## src/rtl/v_protect_pkg.sv

```systemverilog
// v_protect_pkg: token kinds, sequencer states and error codes for the protect envelope sequencer
package v_protect_pkg;
  localparam int TOK_W = 3;
  typedef enum logic [TOK_W-1:0] {
    TK_BEGIN = 3'd0,
    TK_KEY   = 3'd1,
    TK_HDR   = 3'd2,
    TK_BYTE  = 3'd3,
    TK_END   = 3'd4,
    TK_RESET = 3'd5
  } tok_kind_e;
  typedef enum logic [2:0] {ST_IDLE, ST_OPEN, ST_KEY, ST_DATA, ST_CLOSE} state_e;
  typedef enum logic [1:0] {ERR_NONE, ERR_UNEXP, ERR_SHORT, ERR_LONG} err_code_e;
endpackage

```

## src/rtl/v_protect_skid.sv

```systemverilog
// v_protect_skid: one-entry valid/ready output register carrying a data word and a last flag
module v_protect_skid #(
  parameter int W = 8
) (
  input  logic         clk,
  input  logic         rst_n,
  input  logic         flush_i,
  input  logic         in_valid_i,
  input  logic [W-1:0] in_data_i,
  input  logic         in_last_i,
  output logic         in_ready_o,
  output logic         out_valid_o,
  input  logic         out_ready_i,
  output logic [W-1:0] out_data_o,
  output logic         out_last_o
);
  logic         valid_q;
  logic [W-1:0] data_q;
  logic         last_q;
  assign in_ready_o  = !valid_q || out_ready_i;
  assign out_valid_o = valid_q;
  assign out_data_o  = data_q;
  assign out_last_o  = valid_q && last_q;
  always_ff @(posedge clk or negedge rst_n) begin
    if (!rst_n) begin
      valid_q <= 1'b0;
      data_q  <= '0;
      last_q  <= 1'b0;
    end else if (flush_i) begin
      valid_q <= 1'b0;
    end else if (in_ready_o) begin
      valid_q <= in_valid_i;
      if (in_valid_i) begin
        data_q <= in_data_i;
        last_q <= in_last_i;
      end
    end
  end
endmodule

```

## src/rtl/v_protect_seq.sv

```systemverilog
// v_protect_seq: pragma protect envelope sequencer; define PROTECT_RESET_EN to accept RESET tokens in any state
module v_protect_seq
  import v_protect_pkg::*;
#(
  parameter int CNT_W  = 16,
  parameter int DONE_W = 8
) (
  input  logic              clk,
  input  logic              rst_n,
  input  logic              tok_valid,
  output logic              tok_ready,
  input  logic [TOK_W-1:0]  tok_kind,
  input  logic [7:0]        tok_data,
  input  logic [CNT_W-1:0]  tok_count,
  output logic              key_strobe,
  output logic [7:0]        key_byte,
  output logic              dat_valid,
  input  logic              dat_ready,
  output logic [7:0]        dat_byte,
  output logic              dat_last,
  output logic              busy,
  output logic              err_pulse,
  output logic [1:0]        err_code,
  output logic [DONE_W-1:0] done_cnt
);
  state_e            state_q, state_d;
  err_code_e         err_q, err_d;
  logic [CNT_W-1:0]  rem_q, rem_d;
  logic [DONE_W-1:0] done_q, done_d;
  logic              errp_q, errp_d;
  logic              ks_q, ks_d;
  logic [7:0]        kb_q, kb_d;
  logic              acc, rst_tok, push, push_last, flush, skid_ready;
`ifdef PROTECT_RESET_EN
  assign rst_tok = tok_kind == TK_RESET;
`else
  assign rst_tok = 1'b0;
`endif
  assign tok_ready  = (state_q == ST_DATA) ? skid_ready : 1'b1;
  assign acc        = tok_valid && tok_ready;
  assign busy       = state_q != ST_IDLE;
  assign err_pulse  = errp_q;
  assign err_code   = err_q;
  assign done_cnt   = done_q;
  assign key_strobe = ks_q;
  assign key_byte   = kb_q;
  always_comb begin
    state_d   = state_q;
    rem_d     = rem_q;
    err_d     = err_q;
    done_d    = done_q;
    errp_d    = 1'b0;
    ks_d      = 1'b0;
    kb_d      = kb_q;
    push      = 1'b0;
    push_last = 1'b0;
    flush     = 1'b0;
    if (acc && rst_tok) begin
      state_d = ST_IDLE;
      rem_d   = '0;
      flush   = 1'b1;
    end else if (acc) begin
      case (state_q)
        ST_IDLE: begin
          if (tok_kind == TK_BEGIN) begin
            state_d = ST_OPEN;
            err_d   = ERR_NONE;
          end else begin
            errp_d = 1'b1;
            err_d  = ERR_UNEXP;
          end
        end
        ST_OPEN, ST_KEY: begin
          if (tok_kind == TK_HDR) begin
            rem_d   = tok_count;
            state_d = (tok_count == '0) ? ST_CLOSE : ST_DATA;
          end else if (state_q == ST_OPEN && tok_kind == TK_KEY) begin
            state_d = ST_KEY;
          end else if (state_q == ST_KEY && tok_kind == TK_BYTE) begin
            ks_d = 1'b1;
            kb_d = tok_data;
          end else begin
            state_d = ST_IDLE;
            errp_d  = 1'b1;
            err_d   = ERR_UNEXP;
          end
        end
        ST_DATA: begin
          if (tok_kind == TK_BYTE) begin
            push      = 1'b1;
            push_last = rem_q == CNT_W'(1);
            rem_d     = rem_q - CNT_W'(1);
            state_d   = push_last ? ST_CLOSE : ST_DATA;
          end else begin
            // a disabled RESET is an unexpected token, not a short envelope
            state_d = ST_IDLE;
            rem_d   = '0;
            errp_d  = 1'b1;
            err_d   = (tok_kind == TK_RESET) ? ERR_UNEXP : ERR_SHORT;
          end
        end
        ST_CLOSE: begin
          if (tok_kind == TK_END) begin
            state_d = ST_IDLE;
            done_d  = done_q + DONE_W'(1);
          end else if (tok_kind == TK_BYTE) begin
            errp_d = 1'b1;
            err_d  = ERR_LONG;
          end else begin
            state_d = ST_IDLE;
            errp_d  = 1'b1;
            err_d   = ERR_UNEXP;
          end
        end
        default: state_d = ST_IDLE;
      endcase
    end
  end
  always_ff @(posedge clk or negedge rst_n) begin
    if (!rst_n) begin
      state_q <= ST_IDLE;
      err_q   <= ERR_NONE;
      rem_q   <= '0;
      done_q  <= '0;
      errp_q  <= 1'b0;
      ks_q    <= 1'b0;
      kb_q    <= '0;
    end else begin
      state_q <= state_d;
      err_q   <= err_d;
      rem_q   <= rem_d;
      done_q  <= done_d;
      errp_q  <= errp_d;
      ks_q    <= ks_d;
      kb_q    <= kb_d;
    end
  end
  v_protect_skid #(.W(8)) u_skid (
    .clk        (clk),
    .rst_n      (rst_n),
    .flush_i    (flush),
    .in_valid_i (push),
    .in_data_i  (tok_data),
    .in_last_i  (push_last),
    .in_ready_o (skid_ready),
    .out_valid_o(dat_valid),
    .out_ready_i(dat_ready),
    .out_data_o (dat_byte),
    .out_last_o (dat_last)
  );
endmodule

```

## config.mk

```make
export PLATFORM = sky130hd
export DESIGN_NAME = v_protect_seq
export DESIGN_NICKNAME = d
export VERILOG_FILES = /design/src/rtl/v_protect_pkg.sv /design/src/rtl/v_protect_skid.sv /design/src/rtl/v_protect_seq.sv
export SDC_FILE = /design/constraint.sdc
export NUM_CORES = 1
export LEC_CHECK = 0
export BUFFER_PORTS_ARGS = -buffer_cell sky130_fd_sc_hd__buf_4
export CAP_MARGIN = 10
export CORE_MARGIN = 1
export CORE_UTILIZATION = 45
export CTS_CLUSTER_SIZE = 16
export DETAILED_ROUTE_END_ITERATION = 10
export GPL_ROUTABILITY_DRIVEN = 0
export HOLD_SLACK_MARGIN = 0.1
export PLACE_DENSITY = 0.69
export SLEW_MARGIN = 20
export SYNTH_ARGS = -nofsm -noshare
export SYNTH_HDL_FRONTEND = slang
export SYNTH_SLANG_ARGS = --single-unit
```

## constraint.sdc

```tcl
create_clock -name clk -period 1.95 [get_ports clk]
set_input_delay 0 -clock clk [delete_from_list [all_inputs] [get_ports clk]]
set_output_delay 0 -clock clk [all_outputs]
set_load 0.02 [all_outputs]
```

Yosys cells after proc, flatten, opt, wreduce, memory -nomap -nowiden
Cells that the tools add are included.
Widths: inputs -> output; s select.
- input bits: 31
- register bits after elaboration: 49
- $add $sub $neg: 2
- equality and inequality tests: 19
- bitwise gates (word level): 2
- muxes and demuxes: 42
- reductions and logical operators: 19
- operator list (kind ; count):
    $mux 16 ; 2
    $pmux 16 s2 ; 1
    $mux 3 ; 9
    $mux 1 ; 20
    $eq 16x1->1 const B ; 1
    $logic_not 16->1 ; 1
    $sub 16x1->16 const B ; 1
    $mux 2 ; 7
    $ne 2x2->1 const B ; 7
    $eq 3x2->1 const B ; 4
    $pmux 3 s4 ; 1
    $eq 3x3->1 const B ; 3
    $add 8x1->8 const B ; 1
    $pmux 2 s4 ; 1
    $reduce_and 7->1 ; 1
    $eq 3x1->1 const B ; 2
    $logic_not 3->1 ; 2
    $reduce_and 3->1 ; 2
    $reduce_and 5->1 ; 1
    $logic_and 1x1->1 ; 4
    $ne 4x4->1 const B ; 1
    $pmux 1 s4 ; 1
    $reduce_and 4->1 ; 1
    $reduce_bool 4->1 ; 1
    8 further kinds ; 9

Depth between registers and ports, before layout
Gate-level depths: netlist (run 1).
- word-level depth: 7
- gate-level depth with buffers: 7

Cells and area by module
A second synthesis (run 1) with hierarchy kept.
- cells, all modules: 274
- area, all modules: 2745.1 um^2
- by module, submodules not included (module ; instances ; cells each ; area each (um^2)):
    v_protect_seq ; 1 ; 248 ; 2337.2
    v_protect_skid ; 1 ; 26 ; 407.9

Worst setup path before layout (run 1)
OpenSTA, ideal clock, no wires.
- path type: register to register
- start point: register state_q[2]
- end point: register u_skid.data_q[1] (netlist: u_skid.out_data_o[1])
- period minus slack after synthesis: 1.724 ns
- path buffers: 2
- setup time: 0.125 ns
- arrival: 1.599 ns
- cell stages (with the launch flop): 7
- required time: 1.825 ns
- setup slack: 0.226 ns
- cells stage by stage: dfrtp_1 -> buf_2 -> nand3b_1 -> or2_2 -> nand3_2 -> buf_6 -> mux2_2
- word-level cells in the longest chain between the ends: 5
- RTL lines (item ; line ; source):
    start: declaration ; v_protect_seq.sv:26 ; state_e state_q, state_d;
    start signal: assignment ; v_protect_seq.sv:129 ; state_q <= state_d;
    $eq 3x2->1 ; v_protect_seq.sv:39 ; assign tok_ready = (state_q == ST_DATA) ? skid_ready : 1'b1;
    $mux 1 ; v_protect_seq.sv:39 ;
    via tok_ready ; v_protect_seq.sv:11 ; output logic tok_ready,
    $logic_and 1x1->1 ; v_protect_seq.sv:40 ; assign acc = tok_valid && tok_ready;
    $mux 1 ; v_protect_seq.sv:62 ; end else if (acc) begin
    $reduce_and 2->1 (no line) ; -- ;
    end signal: assignment ; v_protect_skid.sv:34 ; data_q <= in_data_i;
    end: declaration ; v_protect_skid.sv:18 ; logic [W-1:0] data_q;
The timed path passes the listed nets, and every way through them passes these cells.
A chain may end at the register's enable or synchronous reset.

Worst setup path in the final report (run 1)
- start point: register state_q[2]
- end point: register err_q[0] (netlist: err_code[0])
- word-level cells in the longest chain between the ends: 4
- RTL lines (item ; line ; source):
    $eq 3x1->1, or another cell as far along ; v_protect_seq.sv:63, v_protect_seq.sv:77 ;
    $reduce_or 2->1, or another cell as far along ; v_protect_seq.sv:63 ; case (state_q)
    $ne 2x2->1 (no line), or another cell as far along ; -- ;
    $reduce_and 7->1 (no line) ; -- ;
    end signal: assignment ; v_protect_seq.sv:130 ; err_q <= err_d;
    end: declaration ; v_protect_seq.sv:27 ; err_code_e err_q, err_d;
Several ways; a longest one is shown, not always the timed one.

==> results of run 1 <==
cell families after synthesis:
kind of cell | share of synthesized area
AOI/OAI and AO/OA | 0.179
xor gates and xnor gates | 0.0259
adders and majority gates | 0.0139
buffers and inverters | 0.0444
DFF | 0.453
muxes | 0.0842
and+or+nand+nor | 0.199
timing repair:
action	in CTS	in global routing
resized for setup	0	2
hold buffers	27	0
endpoints found under the setup margin	0	19
endpoints found under the hold margin	84	0
stage by stage:
step | worst slack [ns] | hold slack (ns) | power [uW]
2_1_floorplan | 0.226 | -0.296 | 2580
3_3_place_gp | 0.137 | 0.0704 | 3220
3_5_place_dp | 0.101 | 0.0655 | 3250
4_1_cts | 0.0840 | 0.102 | 3920
5_1_grt | 0.00415 | 0.177 | 4190
6_report | 0.123 | 0.116 | 3940
power groups by stage:
stage / registers, uW / clock network, uW / logic [uW]
3_3_place_gp: 1660 / 0 / 1560
2_1_floorplan: 1780 / 0 / 798
3_5_place_dp: 1670 / 0 / 1580
6_report: 1670 / 615 / 1660
5_1_grt: 1710 / 674 / 1810
4_1_cts: 1650 / 642 / 1630
state kept, by name (all words and copies together), names as in the netlist:
| name | cells |
|---|---|
| done_cnt | 8 |
| err_code | 2 |
| key_byte | 8 |
| rem_q | 16 |
| u_skid.out_data_o | 8 |
| key_strobe | 1 |
| u_skid.out_valid_o | 1 |
| state_q | 3 |
| err_pulse | 1 |
| u_skid.last_q | 1 |
synth_stat cells (all sizes together) (9+ instances only):
cell	count
a21oi	18
buf	10
dfrtp	49
inv	10
mux2	19
nand2	12
nor2	20
nor4	9
o21ai	30
cell type report:
type                    instances  share of cell area
inverters                      10              0.0102
multi-input cells             199               0.370
flip-flops and latches         49               0.333
clock buffers                   5              0.0187
clock inverters                 3             0.00577
well taps                      72              0.0245
repair buffers                106               0.238
routing by layer:
layer | vias up | wire length, um | GRT usage
li1 | 1204 | - | -
met1 | 1206 | 3120 | 0.329
met2 | 96 | 3370 | 0.388
met3 | 14 | 380 | 0.0297
met4 | 0 | 134 | 0.0982
met5 | - | 0 | 0
worst reg2reg max path: cells and delay by family (launching register included):
family                 cells  cell delay, ns
muxes                      1            0.31
DFF                        1            0.46
buffers and inverters      1            0.19
AOI/OAI and AO/OA          2            0.57
and+or+nand+nor            1            0.20
worst paths after layout:
path                                to
max reg2reg                err_code[0]
max in group asynchronous   state_q[1]
max                        err_code[0]
min                        err_code[1]
min in group asynchronous     rem_q[5]
min reg2reg                done_cnt[7]
placed cells by master, fill, tap and decap left out, drive strengths merged, types with 9 or more instances in the layout:
| cell type | n |
|---|---|
| dlygate4sd3 | 27 |
| nor4 | 9 |
| dfrtp | 49 |
| mux2 | 19 |
| inv | 11 |
| a21oi | 18 |
| nor2 | 20 |
| nand2 | 12 |
| buf | 79 |
| o21ai | 30 |
==> reports/summary.txt, run 1 <==
nets@finish = 405
CP max stage cell = dfrtp_1
HPWL after DPL = 4.75 mm
switching part of the total power = 0.395
Worst-Margin Slew = 0.623 ns
Syn Inst Count = 273
fin cells = 444
antenna violations before repair = 0
drt wl/cell = 15.8 um
proportion of layout cells with a drive suffix above 1 = 0.309
setup tns final = 0 ns
Final Max Tran Viols = 0
number of detailed-route iterations in the first pass = 5
slowest cell delay on critical path = 0.46 ns
boundary pin count = 63
clk sinks = 49
CP bufs+invs = 1
Net Count, Synth = 307
Post-CTS Setup Inserts = 0
Die Y = 79.5 um
die width = 79.5 um
LEAKAGE = 0.00174 uW
Initial Util = 0.479
Synth async-reset ratio = 1.00
fin area = 3680 um^2
Final Hold Vio Count = 0
Arr. time, crit path = 2.02 ns
Req. time, crit path = 2.15 ns
area fraction of the dominant cell type after synthesis = 0.453
fin util = 0.653
Reg area = 1230 um^2
dpl cell area = 3320 um^2
number of global-route vias before repair = 2,531
total grt overflow = 0
Sequential Power Share = 0.423
synthesized area per cell = 9.90 um^2
DRT iter0 DRCs = 219
# setup viols final = 0
worst hold start = tok_kind[1]
top_reg_cell synth = dfrtp_1
sequential fraction of the synthesis area = 0.453
Clk pwr share = 0.156
FF+latch count, synth = 49
via density per instance = 5.68
CP Capture Type = flip-flop
Max Root-Sink Buffers = 2
P&R area growth vs syn = 36.2%
H-Tree Depth = 2
worst skew pair latency = 0.31 ns
total routed wirelength = 7.01 mm
drt drc = 0
largest net degree at the start of global routing = 50
Post-synth EDFFs = 0
area leader, netlist = dfrtp_1
Netlist cell types = 53
max cap viols = 0
area taken by multi-input logic gates = 1360 um^2
Hold Path Stages = 3
RSZ-0062 raised after global routing = false
CP Depth = 5
Worst Path Max Fanout = 7
CP top delay family = compound AO/OA/AOI/OAI gates
Layout fillers = 454
outcome = complete, no violations
via count = 2,520
critical path startpoint = state_q[2]
antenna-violating nets left = 0
Period minus WS final = 1.83 ns
core area = 5640 um^2
placement row count = 27
Rel. slew slack = 0.585
antenna cell count = 0
first-pass GRT wire length = 11.9 mm
synth top area cells = dfrtp_1 45%, mux2_2 7.5%, o21ai_0 5.4%
worst reg-to-reg setup slack = 0.12 ns
Cells after DPL = 409
synthesis warning total = 0
worst vdd ir = 0.000625 V
die area = 6320 um^2
sw power = 1560 uW
R2R depth = 5
worst path cell trace = buf_4, and4bb_1, a31o_1, a221o_1, mux2_4
Synth Cell Area = 2700 um^2
number of CTS-inserted buffers = 5
CTS tree = built
Root Driver = clkbuf_8
reg-to-reg startpoint = state_q[2]
worst hold path type = input port to flip-flop
period utilization = 0.937
GRT Total Usage = 0.242
CP startpoint kind = flip-flop
Final Skew = 0.00834 ns
CTS clk-pin slew, worst paths = 0.10 ns
internal power = 2380 uW
Crit Path Class = flip-flop to flip-flop
Achievable Freq = 0.547 GHz
PwrDens = 1070 nW/um^2
Port Buffers = 62
combinational share of power = 0.421
Note: power is estimated with default switching activity, not from simulation.
==> run 2, diff against run 1 <==
--- a/config.mk
+++ b/config.mk
@@ -5,6 +5,7 @@
 export SDC_FILE = /design/constraint.sdc
 export NUM_CORES = 1
 export LEC_CHECK = 0
+export ABC_AREA = 1
 export BUFFER_PORTS_ARGS = -buffer_cell sky130_fd_sc_hd__buf_4
 export CAP_MARGIN = 10
 export CORE_MARGIN = 1
@@ -13,7 +14,7 @@
 export DETAILED_ROUTE_END_ITERATION = 10
 export GPL_ROUTABILITY_DRIVEN = 0
 export HOLD_SLACK_MARGIN = 0.1
-export PLACE_DENSITY = 0.69
+export PLACE_DENSITY = 0.68
 export SLEW_MARGIN = 20
 export SYNTH_ARGS = -nofsm -noshare
 export SYNTH_HDL_FRONTEND = slang
==> reports/summary.txt, run 2 <==
proportion of synthesized area in mux cells = 0 (-0.0842)
CP max stage cell = dfrtp_1
synth cell count leaders = 116 x nand2_1, 62 x nor2_1, 49 x dfrtp_1, 45 x inv_1, 31 x nand3_1
Synth async-reset ratio = 1.00 (unchanged)
max FFs per register = 16 (unchanged)
XOR/XNOR Fraction of Synth Area = 0.0244 (-0.00147)
worst reg-to-reg setup slack = 0.19 ns (+0.07 ns)
core area = 6030 um^2 (+6.8%)
# setup viols final = 0 (unchanged)
die area = 6690 um^2 (+5.9%)
largest family of logic cells by synthesized area = simple AND/OR/NAND/NOR gates
number of CTS-inserted buffers = 5 (unchanged)
total grt overflow = 0 (unchanged)
Req. time, crit path = 2.13 ns (-0.02 ns)
Initial Util = 0.476 (-0.00356)
Worst Path Max Fanout = 17 (+10)
placement row count = 28 (+3.7%)
reg-to-reg startpoint = state_q[2]
via density per instance = 4.99 (-12%)
worst hold start = tok_kind[0]
largest net degree at the start of global routing = 50 (unchanged)
worst vdd ir = 0.000569 V (-8.9%)
top_reg_cell synth = dfrtp_1
GRT Total Usage = 0.233 (-0.00843)
worst skew pair latency = 0.31 ns (about the same)
fin util = 0.623 (-0.0296)
Syn Inst Count = 402 (+47%)
R2R depth = 6 (+1)
Post-synth EDFFs = 0 (unchanged)
final worst setup slack = 0.193 ns (+0.0704 ns)
most frequent cells in the layout = 116 x nand2_1, 67 x buf_4, 62 x nor2_1, 49 x dfrtp_1, 45 x inv_1
outcome = complete, no violations
antenna cell count = 0 (unchanged)
Synth Area in Adders = 0.0131 (-0.000788)
largest reg by FF count = rem_q
fin cells = 570 (+28%)
Final Skew = 0.0101 ns (+0.00178 ns)
area fraction of the dominant cell type after synthesis = 0.428 (-0.0257)
Die Y = 81.8 um (+2.9%)
drt wl/cell = 12.5 um (-21%)
boundary pin count = 63 (unchanged)
Worst-Margin Slew = 0.627 ns (+0.00378 ns)
setup tns final = 0 ns (unchanged)
worst path cell trace = inv_2, nand3_1, or2_4, or2_2, nand2_1, o21ai_2
number of global-route vias before repair = 2,612 (+3.2%)
pre-CTS setup slack = 0.125 ns (+0.0236 ns)
HPWL after DPL = 5.08 mm (+6.9%)
compound-cell area share of the yosys netlist = 0.104 (-0.0747)
Reg area = 1230 um^2 (-0.10%)
Final Max Tran Viols = 0 (unchanged)
Arr. time, crit path = 1.94 ns (-0.08 ns)
Cells after DPL = 535 (+31%)
worst hold path type = input port to flip-flop
worst reg2reg endpoint = key_byte[0]
first-pass GRT wire length = 11.9 mm (+0.29%)
die width = 81.8 um (+2.9%)
DRT iter0 DRCs = 152 (-31%)
area taken by multi-input logic gates = 1390 um^2 (+2.1%)
Synth Cell Area = 2870 um^2 (+6.0%)
slowest cell delay on critical path = 0.48 ns (+0.02 ns)
most used standard cell by instance count after synthesis = nand2_1
Hold Crit Endpoint = done_cnt[1]
synthesized area per cell = 7.13 um^2 (-28%)
Netlist cell types = 30 (-43%)
via count = 2,846 (+13%)
drt drc = 0 (unchanged)
RSZ-0062 raised after global routing = false
Achievable Freq = 0.569 GHz (+4.0%)
Root Driver = clkbuf_8
Max Root-Sink Buffers = 2 (unchanged)
proportion of layout cells with a drive suffix above 1 = 0.194 (-0.115)
Layout fillers = 576 (+27%)
FF+latch count, synth = 49 (unchanged)
post-synthesis simple-gate area fraction = 0.344 (+0.145)
Net Count, Synth = 436 (+42%)
Hold Path Stages = 5 (+2)
antenna violations before repair = 0 (unchanged)
CTS tree = built
nets@finish = 528 (+30%)
max cap viols = 0 (unchanged)
power consumption = 4070 uW (+3.4%)
synth top area cells = dfrtp_1 43%, nand2_1 15%, nor2_1 8.1%
clk sinks = 49 (unchanged)
period utilization = 0.901 (-0.0361)
sequential fraction of the synthesis area = 0.428 (-0.0257)
area leader, netlist = dfrtp_1
Port Buffers = 62 (unchanged)
Post-CTS Setup Inserts = 0 (unchanged)
CTS clk-pin slew, worst paths = 0.09 ns (about the same)
number of detailed-route iterations in the first pass = 4 (-1)
total routed wirelength = 7.12 mm (+1.6%)
H-Tree Depth = 2 (unchanged)
commonest non-fill, non-tap cell in the layout = nand2_1
Crit Path Class = flip-flop to flip-flop
P&R area growth vs syn = 31.0%
Final Hold Vio Count = 0 (unchanged)
LEAKAGE = 0.00198 uW (+14%)
Period minus WS final = 1.76 ns (-0.0704 ns)
CP startpoint kind = flip-flop
CP Capture Type = flip-flop
PwrDens = 1080 nW/um^2 (+1.4%)
synthesis warning total = 0 (unchanged)
antenna-violating nets left = 0 (unchanged)
Rel. slew slack = 0.582 (-0.00252)
[run 2: cell count changes in the layout (fill, tap and decap cells not counted), sizes merged, moves of 7 or more]
cell	change
a21oi	-8
a22oi	-7
buf	-12
inv	+38
mux2	-19
nand2	+106
nand2b	-7
nand3	+26
nor2	+46
nor4	-9
o21ai	+10
[run 2: routing by layer]
metal | global-route usage | wire (um) | up-vias
li1 | - | - | 1458
met5 | 0 | 0 | -
met3 | 0.0467 | 476 | 7
met2 | 0.403 | 3320 | 93
met1 | 0.297 | 3270 | 1288
met4 | 0.0544 | 63 | 0
[run 2: timing repair]
item / CTS / global route
endpoints found under the setup margin: 0 / 9
gates resized for setup: 0 / 1
hold endpoints to repair: 84 / 0
hold buffers: 27 / 0
[run 2: where the power goes]
part / internal, uW / total (uW) / switching (uW)
combinational: 710 / 1840 / 1130
sequential: 1330 / 1620 / 284
clock: 254 / 617 / 363
total: 2300 / 4070 / 1780
[run 2: worst max-delay path, delay by kind of cell, from the launching register on]
family          cells  cell delay [ns]
flops               1             0.48
buf+inv             1             0.13
compound gates      1             0.06
simple gates        4             0.96
[run 2: area by class of cell]
cell class,count,share of cell area
multi-input cells,295,0.370
flip-flops and latches,49,0.326
repair buffers,94,0.206
inverters,49,0.0490
well taps,75,0.0250
clock buffers,6,0.0193
clock inverters,2,0.00400
[run 2: logic make-up (layout without fill, tap and decap cells)]
family	after synthesis	count (layout)
and+or+nand+nor	232	232
buffers and inverters	58	151
adders and majority gates	3	3
DFF	49	49
AOI/OAI and AO/OA	52	52
xor gates and xnor gates	8	8
[run 2: worst max-delay path by stage]
stage	start	end	cells past startpoint
final	state_q[2]	key_byte[0]	6
after global routing	state_q[0]	u_skid.last_q	8
after CTS	state_q[0]	key_byte[1]	7
after detailed placement	state_q[0]	key_byte[1]	7
after global placement	state_q[0]	key_byte[2]	7
after floorplan	state_q[0]	key_byte[6]	10
[run 2: through the flow]
step,instance area (um^2),hold WS [ns]
2_1_floorplan,2870,-0.296
3_3_place_gp,3400,0.0604
3_5_place_dp,3400,0.0618
4_1_cts,3760,0.180
5_1_grt,3760,0.223
6_report,3760,0.185
==> run 3, diff against run 2 <==
--- a/config.mk
+++ b/config.mk
@@ -8,7 +8,7 @@
 export ABC_AREA = 1
 export BUFFER_PORTS_ARGS = -buffer_cell sky130_fd_sc_hd__buf_4
 export CAP_MARGIN = 10
-export CORE_MARGIN = 1
+export CORE_MARGIN = 10
 export CORE_UTILIZATION = 45
 export CTS_CLUSTER_SIZE = 16
 export DETAILED_ROUTE_END_ITERATION = 10
==> reports/summary.txt, run 3 (synthesized netlist as in run 2, its figures left out) <==
Crit Path Class = flip-flop to flip-flop
combinational share of power = 0.437 (-0.015)
drt wl/cell = 13.3 um (+6.7%)
Final Skew = 0.00611 ns (-0.00401 ns)
Die Y = 99.8 um (+22%)
fin util = 0.606 (-0.0176)
Period minus WS final = 1.69 ns (-0.0688 ns)
Initial Util = 0.457 (-0.0191)
proportion of layout cells with a drive suffix above 1 = 0.200 (+0.00566)
placement row count = 29 (+3.6%)
first-pass GRT wire length = 12.6 mm (+5.5%)
internal power = 2470 uW (+7.4%)
sw power = 1760 uW (-0.92%)
RSZ-0062 raised after global routing = false
outcome = complete, no violations
HPWL after DPL = 5.68 mm (+12%)
worst vdd ir = 0.000610 V (+7.2%)
Max Root-Sink Buffers = 2 (unchanged)
clk sinks = 49 (unchanged)
drt drc = 0 (unchanged)
antenna violations before repair = 0 (unchanged)
Cells after DPL = 538 (+0.56%)
Clk pwr share = 0.179 (+0.028)
core area = 6280 um^2 (+4.2%)
fin cells = 573 (+0.53%)
DRT iter0 DRCs = 192 (+26%)
# setup viols final = 0 (unchanged)
period utilization = 0.866 (-0.0353)
via density per instance = 4.90 (-1.8%)
die area = 9960 um^2 (+49%)
antenna-violating nets left = 0 (unchanged)
largest net degree at the start of global routing = 50 (unchanged)
PwrDens = 1110 nW/um^2 (+2.5%)
max FFs per register = 16 (unchanged)
LEAKAGE = 0.00200 uW (+1.3%)
via count = 2,810 (-1.3%)
CTS tree = built
die width = 99.8 um (+22%)
Post-CTS Setup Inserts = 0 (unchanged)
setup tns final = 0 ns (unchanged)
total grt overflow = 0 (unchanged)
switching part of the total power = 0.416 (-0.0198)
Arr. time, crit path = 1.86 ns (-0.08 ns)
boundary pin count = 63 (unchanged)
antenna cell count = 0 (unchanged)
CP startpoint kind = flip-flop
nets@finish = 529 (+0.19%)
Req. time, crit path = 2.13 ns (about the same)
Final Max Tran Viols = 0 (unchanged)
H-Tree Depth = 2 (unchanged)
GRT Total Usage = 0.150 (-0.0835)
Achievable Freq = 0.592 GHz (+4.1%)
commonest non-fill, non-tap cell in the layout = nand2_1
CTS clk-pin slew, worst paths = 0.09 ns (about the same)
most frequent cells in the layout = 116 x nand2_1, 68 x buf_4, 62 x nor2_1, 49 x dfrtp_1, 45 x inv_1
max cap viols = 0 (unchanged)
CP Capture Type = flip-flop
Port Buffers = 62 (unchanged)
Final Hold Vio Count = 0 (unchanged)
Worst Path Max Fanout = 17 (unchanged)
power consumption = 4230 uW (+3.8%)
Sequential Power Share = 0.383 (-0.014)
number of global-route vias before repair = 2,692 (+3.1%)
CP max stage cell = dfrtp_1
slowest cell delay on critical path = 0.47 ns (about the same)
total routed wirelength = 7.64 mm (+7.3%)
fin area = 3800 um^2 (+1.2%)
P&R area growth vs syn = 32.6%
worst skew pair latency = 0.29 ns (-0.02 ns)
largest reg by FF count = rem_q
worst reg-to-reg setup slack = 0.26 ns (+0.07 ns)
Root Driver = clkbuf_8
Rel. slew slack = 0.579 (-0.00290)
worst path cell trace = inv_1, nand3_1, or2_4, or2_2, nand2_1, o21ai_2
Worst-Margin Slew = 0.631 ns (+0.00436 ns)
dpl cell area = 3410 um^2 (+0.29%)
number of CTS-inserted buffers = 5 (unchanged)
number of detailed-route iterations in the first pass = 4 (unchanged)
worst hold path type = input port to flip-flop
-- run 3: worst paths after layout --
check	depth (start not counted)	startpoint	endpoint
max	6	state_q[0]	key_byte[5]
min	5	tok_kind[0]	done_cnt[1]
max reg2reg	6	state_q[0]	key_byte[5]
min reg2reg	1	done_cnt[7]	done_cnt[7]
max in group asynchronous	2	rst_n	state_q[1]
min in group asynchronous	2	rst_n	key_byte[4]
-- run 3: per-stage QoR --
step | setup WS (ns) | hold WS (ns)
after floorplan | 0.280 | -0.296
after global placement | 0.172 | 0.0654
after detailed placement | 0.0587 | 0.0673
after CTS | 0.0376 | 0.186
after global routing | 0.0499 | 0.202
final | 0.262 | 0.185
-- run 3: cell type report --
| class | count | area (um^2) |
|---|---|---|
| Multi-Input combinational cell | 295 | 1400 |
| Inverter | 49 | 184 |
| Sequential cell | 49 | 1230 |
| Clock buffer | 6 | 82.6 |
| Clock inverter | 2 | 37.5 |
| Tap cell | 77 | 96.3 |
| Timing Repair Buffer | 95 | 781 |
| Fill cell | 576 | 2470 |
-- run 3: power by group through the flow --
stage	Combinational, uW	Clock (uW)	Sequential (uW)
2_1_floorplan	1070	0	1720
3_3_place_gp	1770	0	1620
3_5_place_dp	1810	0	1630
4_1_cts	1850	785	1610
5_1_grt	2080	821	1670
6_report	1850	758	1620
-- run 3: worst max-delay path: cells and delay by family, from the launching register on --
family                 cells  cell delay (ns)
AO/OA/AOI/OAI              1             0.06
flip-flops                 1             0.47
AND/OR/NAND/NOR            4             0.94
buffers and inverters      1             0.11
-- run 3: metal layers --
layer	up-vias	routed length, um	share of wire	GRT usage
li1	1450	-	-	-
met1	1270	3500	0.46	0.190
met2	82	3550	0.47	0.248
met3	8	496	0.065	0.0385
met4	0	91	0.012	0.0331
met5	-	0	0	0
-- run 3: timing repair --
item / in CTS / in global routing
resized for setup: 0 / 2
hold endpoints to repair: 83 / 0
hold buffers: 27 / 0
setup endpoints to repair: 0 / 10
